## config.mk

```make
export PLATFORM = sky130hd
export DESIGN_NAME = rx_port_arbiter
export DESIGN_NICKNAME = d
export VERILOG_FILES = /design/src/rtl/dataplane_pkg.sv /design/src/rtl/rx_port_arbiter_rr.sv /design/src/rtl/rx_port_arbiter.sv
export SDC_FILE = /design/constraint.sdc
export NUM_CORES = 1
export LEC_CHECK = 0
export CORE_AREA = 2 2 198 200
export CTS_CLUSTER_SIZE = 30
export DETAILED_ROUTE_END_ITERATION = 10
export DIE_AREA = 0 0 200 202
export HOLD_SLACK_MARGIN = 0.02
export RECOVER_POWER = 50
export SETUP_SLACK_MARGIN = 0.2
export SLEW_MARGIN = 20
export SYNTH_ARGS = -nofsm -noshare
export SYNTH_HDL_FRONTEND = slang
export SYNTH_SLANG_ARGS = --single-unit
```

## constraint.sdc

```tcl
create_clock -name clk -period 2.8 [get_ports clk]
set_input_delay 0.56 -clock clk [delete_from_list [all_inputs] [get_ports clk]]
set_output_delay 0.56 -clock clk [all_outputs]
set_load 0.05 [all_outputs]
```

## src/rtl/dataplane_pkg.sv

```systemverilog
// Shared types and constants for the ingress dataplane blocks.
package dataplane_pkg;

    typedef enum logic [0:0] {
        IDLE = 1'b0,
        XFER = 1'b1
    } arb_state_t;

    localparam int   CNT_W     = 32;
    localparam logic ARB_RR    = 1'b0;
    localparam logic ARB_FIXED = 1'b1;

    // Packet counters stick at all-ones instead of wrapping.
    function automatic logic [CNT_W-1:0] sat_inc(input logic [CNT_W-1:0] value);
        return (value == {CNT_W{1'b1}}) ? value : value + CNT_W'(1);
    endfunction

endpackage

```

## src/rtl/rx_port_arbiter_rr.sv

```systemverilog
// Combinational masked priority encoder: round-robin from rr_ptr, or fixed
// lowest-index-first. Reusable by the egress schedulers.
module rr_arbiter
    import dataplane_pkg::*;
#(
    parameter  int NUM_PORTS = 4,
    localparam int IDX_W     = $clog2(NUM_PORTS)
) (
    input  logic [NUM_PORTS-1:0] req,
    input  logic [IDX_W-1:0]     rr_ptr,
    input  logic                 arb_mode,
    output logic [IDX_W-1:0]     winner,
    output logic                 any_req
);

    // Scan requests starting at the base index, wrapping once around the ports.
    always_comb begin
        int base_s;
        int idx_s;
        winner  = '0;
        any_req = 1'b0;
        base_s  = (arb_mode == ARB_FIXED) ? 0 : int'(rr_ptr);
        idx_s   = 0;
        for (int k = 0; k < NUM_PORTS; k++) begin
            idx_s = (base_s + k >= NUM_PORTS) ? base_s + k - NUM_PORTS : base_s + k;
            if (!any_req && req[idx_s]) begin
                winner  = IDX_W'(idx_s);
                any_req = 1'b1;
            end else begin
                any_req = any_req;
            end
        end
    end

endmodule

```

## src/rtl/rx_port_arbiter.sv

```systemverilog
// Packet-granular arbiter sharing the axi_rx ingress pipeline between
// NUM_PORTS AXI-Stream sources; grant is held from first beat through tlast.
module rx_port_arbiter
    import dataplane_pkg::*;
#(
    parameter  int DATA_WIDTH = 64,
    parameter  int NUM_PORTS  = 4,
    localparam int IDX_W      = $clog2(NUM_PORTS),
    localparam int KEEP_W     = DATA_WIDTH / 8
) (
    input  logic                          clk,
    input  logic                          rst_n,
    input  logic [NUM_PORTS-1:0]          s_tvalid,
    input  logic [NUM_PORTS*DATA_WIDTH-1:0] s_tdata,
    input  logic [NUM_PORTS*KEEP_W-1:0]   s_tkeep,
    input  logic [NUM_PORTS-1:0]          s_tlast,
    output logic [NUM_PORTS-1:0]          s_tready,
    output logic                          m_tvalid,
    output logic [DATA_WIDTH-1:0]         m_tdata,
    output logic [KEEP_W-1:0]             m_tkeep,
    output logic                          m_tlast,
    input  logic                          m_tready,
    input  logic [NUM_PORTS-1:0]          port_en,
    input  logic                          arb_mode,
    input  logic                          cnt_clr,
    output logic                          grant_valid,
    output logic [IDX_W-1:0]              grant_id,
    output logic [NUM_PORTS*CNT_W-1:0]    pkt_cnt
);

    arb_state_t                 state_r;
    arb_state_t                 next_state_s;
    logic [IDX_W-1:0]           grant_id_r;
    logic [IDX_W-1:0]           rr_ptr_r;
    logic [IDX_W-1:0]           winner_s;
    logic [IDX_W-1:0]           next_ptr_s;
    logic                       grant_valid_r;
    logic                       mode_r;
    logic                       any_req_s;
    logic                       beat_s;
    logic                       last_beat_s;
    logic [NUM_PORTS-1:0]       req_s;
    logic [NUM_PORTS*CNT_W-1:0] pkt_cnt_r;

    assign req_s      = s_tvalid & port_en;
    assign next_ptr_s = (grant_id_r == IDX_W'(NUM_PORTS - 1)) ? '0 : grant_id_r + IDX_W'(1);

    rr_arbiter #(.NUM_PORTS(NUM_PORTS)) u_rr_arbiter (
        .req      (req_s),
        .rr_ptr   (rr_ptr_r),
        .arb_mode (arb_mode),
        .winner   (winner_s),
        .any_req  (any_req_s)
    );

    // Next-state decode: grant on any request, release on the tlast beat.
    always_comb begin
        next_state_s = state_r;
        case (state_r)
            IDLE:    next_state_s = any_req_s   ? XFER : IDLE;
            XFER:    next_state_s = last_beat_s ? IDLE : XFER;
            default: next_state_s = IDLE;
        endcase
    end

    // Route the granted port straight through; ready only goes back to it.
    always_comb begin
        s_tready    = '0;
        m_tvalid    = 1'b0;
        m_tlast     = 1'b0;
        beat_s      = 1'b0;
        last_beat_s = 1'b0;
        m_tdata     = s_tdata[int'(grant_id_r)*DATA_WIDTH +: DATA_WIDTH];
        m_tkeep     = s_tkeep[int'(grant_id_r)*KEEP_W +: KEEP_W];
        if (state_r == XFER) begin
            s_tready[grant_id_r] = m_tready;
            m_tvalid             = s_tvalid[grant_id_r];
            m_tlast              = s_tlast[grant_id_r];
            beat_s               = s_tvalid[grant_id_r] & m_tready;
            last_beat_s          = beat_s & s_tlast[grant_id_r];
        end else begin
            s_tready = '0;
            m_tvalid = 1'b0;
        end
    end

    // FSM state register.
    always_ff @(posedge clk or negedge rst_n) begin
        if (!rst_n) begin
            state_r <= IDLE;
        end else begin
            state_r <= next_state_s;
        end
    end

    // Grant bookkeeping; the mode is latched at grant so it cannot alter a packet in flight.
    always_ff @(posedge clk or negedge rst_n) begin
        if (!rst_n) begin
            grant_id_r    <= '0;
            grant_valid_r <= 1'b0;
            rr_ptr_r      <= '0;
            mode_r        <= ARB_RR;
        end else if (state_r == IDLE && any_req_s) begin
            grant_id_r    <= winner_s;
            grant_valid_r <= 1'b1;
            mode_r        <= arb_mode;
        end else if (last_beat_s) begin
            grant_valid_r <= 1'b0;
            rr_ptr_r      <= (mode_r == ARB_RR) ? next_ptr_s : rr_ptr_r;
        end else begin
            grant_valid_r <= grant_valid_r;
        end
    end

    // Per-port completed-packet counters; a clear beats a coincident increment.
    always_ff @(posedge clk or negedge rst_n) begin
        if (!rst_n) begin
            pkt_cnt_r <= '0;
        end else if (cnt_clr) begin
            pkt_cnt_r <= '0;
        end else if (last_beat_s) begin
            for (int i = 0; i < NUM_PORTS; i++) begin
                if (grant_id_r == IDX_W'(i)) begin
                    pkt_cnt_r[i*CNT_W +: CNT_W] <= sat_inc(pkt_cnt_r[i*CNT_W +: CNT_W]);
                end
            end
        end else begin
            pkt_cnt_r <= pkt_cnt_r;
        end
    end

    assign grant_id    = grant_id_r;
    assign grant_valid = grant_valid_r;
    assign pkt_cnt     = pkt_cnt_r;

endmodule
```

==> results <==
==> Yosys cell counts (10+ instances only) <==
cell type | number | area [um^2]
nor4_1 | 10 | 62.6
nand3_1 | 50 | 250
clkbuf_1 | 28 | 105
nand2_1 | 49 | 184
mux4_2 | 74 | 1670
nor2_1 | 74 | 278
buf_2 | 13 | 65.1
inv_1 | 17 | 63.8
mux2_2 | 25 | 282
o21ai_0 | 65 | 325
and3_1 | 17 | 106
or4_1 | 18 | 135
dfrtp_1 | 135 | 3380
o31ai_1 | 18 | 135
or3_1 | 62 | 388
nor2b_1 | 26 | 163
nand4_1 | 45 | 282
a21oi_1 | 90 | 450
==> repair_timing <==
item | in CTS | in global routing
hold endpoints to repair | 27 | 0
setup endpoints to repair | 79 | 77
gates cloned | 3 | 6
pin swaps | 1 | 4
hold buffers | 1 | 0
resized for setup | 20 | 23
setup buffers | 9 | 1
==> kinds of logic after synthesis <==
logic type      count (synthesis)  share of synthesized area
buf+inv                        68                     0.0332
simple gates                  409                      0.247
xor+xnor                       13                     0.0120
mux                           104                      0.211
compound gates                207                      0.129
fa+ha+maj                       8                     0.0106
flops                         135                      0.357
==> through the flow <==
step / hold WS, ns / setup TNS (ns) / utilization
final: 0.495 / 0 / 0.438
after global routing: 0.526 / 0 / 0.438
after CTS: 0.504 / 0 / 0.433
after detailed placement: 0.460 / -0.0416 / 0.410
after global placement: 0.459 / -0.00481 / 0.410
after floorplan: 0.264 / 0 / -
==> cell type report <==
class	count	area (um^2)	share of cell area
clock inverters	13	178	0.0106
repair buffers	595	6030	0.360
flip-flops and latches	135	3390	0.202
multi-input cells	745	5990	0.358
well taps	518	648	0.0387
inverters	17	63.8	0.00381
clock buffers	19	453	0.0270
diodes	2	5.00	0.000299
==> where the power goes <==
part	internal, mW	switching, mW
Combinational	3.29	4.61
Sequential	2.02	0.125
Clock	1.53	0.938
==> path summary, 6_finish.rpt <==
check | start | to | slack, ns | cells past startpoint
setup / recovery | s_tvalid[2] | m_tvalid | 0.14 | 5
hold / removal | grant_valid | grant_valid | 0.49 | 1
setup reg to reg | grant_id[0] | pkt_cnt[123] | 0.15 | 8
hold reg to reg | grant_valid | grant_valid | 0.49 | 1
max in group asynchronous | rst_n | grant_id[1] | 0.84 | 3
min in group asynchronous | rst_n | pkt_cnt[91] | 0.56 | 2
==> sequential cells by signal (all words and copies together) (netlist names) <==
signal	flops
pkt_cnt	128
grant_valid	1
mode_r	1
rr_ptr_r	2
state_r	1
grant_id	2
==> layer usage <==
metal,routed length (um),share of wire,global-route usage
met5,103,0.0018,0
met4,1220,0.022,0.0601
met3,5360,0.096,0.0904
met2,25800,0.46,0.426
met1,23400,0.42,0.359
==> impl_metrics.env <==
export IMPL_status="finished clean"
export IMPL_critical_path_max_stage_delay_ns=0.57
export IMPL_drtPass1Iterations=5
export IMPL_slew_headroom=0.296
export IMPL_root_buffer="clkbuf_16"
export IMPL_avgSynthCellArea_um2=10.0
export IMPL_dieArea_um2=40400
export IMPL_hp_class="flop to flop"
export IMPL_core_area_um2=38300
export IMPL_synthFlopType="dfrtp_1"
export IMPL_antenna_found_initial=27
export IMPL_cts_sinks=135
export IMPL_insertion_delay_ns=0.43
export IMPL_finalInstanceArea_um2=16800
export IMPL_final_common_cell="clkdlybuf4s50_1"
export IMPL_drv_cap=0
export IMPL_fp_row_count=72
export IMPL_worstSetupPathType="input pin to output port"
export IMPL_yosys_warnings=0
export IMPL_grt_pass1_vias=10600
export IMPL_pin_count=514
export IMPL_drt_total_wl_mm=55.8
export IMPL_p_per_area_nw_per_um2=747
export IMPL_overflow=0
export IMPL_worst_slew_pin_slew_ns=1.06
export IMPL_final_setup_worst_slack_ns=0.137
export IMPL_cp_required_ns=2.24
export IMPL_max_freq_mhz=375
export IMPL_async_flop_share=1.00
export IMPL_syn_nets=1257
export IMPL_grt_max_degree=75
export IMPL_gr_usage_all_layers=0.270
export IMPL_post_route_drc_count=0
export IMPL_final_setup_skew_ns=0.00789
export IMPL_crit_top_cell="buf_6"
export IMPL_fill_cells=3608
export IMPL_timing_final_crit_share=0.951
export IMPL_drt_iter0_drc=876
export IMPL_cp_arrival_ns=2.10
export IMPL_dp_cells=1990
export IMPL_via_per_inst=5.38
export IMPL_p_leak_nw=6.57
export IMPL_dp_slack_ns=-0.0309
export IMPL_final_nets=1824
export IMPL_layout_drive_gt1_share=0.231
export IMPL_cts_max_level=4
export IMPL_place_hpwl_mm=45.6
export IMPL_hold_violations=0
export IMPL_place_area_um2=15700
export IMPL_setup_violations=0
export IMPL_cts_made_buffers=17
export IMPL_power_mw=12.5
export IMPL_routed_via_count=11000
export IMPL_wl_per_cell_um=27.3
export IMPL_syn_area_um2=9460
export IMPL_ant_nets=0
export IMPL_yosysSeqAreaShare=0.357
export IMPL_chipHeight_um=202
export IMPL_area_growth_pct=77.1
export IMPL_fin_cells=2044
export IMPL_worstSetupStartpointType="input pin"
export IMPL_crit_chain="dlygate4sd3_1 -> mux4_2 -> buf_6 -> and2_4 -> buf_6"
export IMPL_path_buf_inv=3
export IMPL_rsz0062_at_grt="yes"
export IMPL_synth_edf_count=0
export IMPL_synth_distinct_cells=67
export IMPL_ir_drop_uv=794
export IMPL_cts_path_max_buffers=2
export IMPL_syn_inst=944
export IMPL_path_delay_family="buffers and inverters"
export IMPL_cts_reportedPaths_clkPinSlew_ns=0.06
export IMPL_crit_fanout=2
export IMPL_final_cell_mix="clkdlybuf4s50_1 (342), dfrtp_1 (133), buf_4 (116)"
export IMPL_initial_core_util=0.247
export IMPL_post_route_min_period_ns=2.66
export IMPL_synth_seq_cells=135
export IMPL_place_congestion=0.950
export IMPL_slowest_stage="dlygate4sd3_1"
export IMPL_grt_first_pass_wirelength_mm=77.0
export IMPL_critPathCaptureType="output port"
export IMPL_drv_slew=0
export IMPL_io_buffers=513
export IMPL_cts_tree="done"
export IMPL_die_width_um=200
Note: power is estimated with default switching activity, not from simulation.
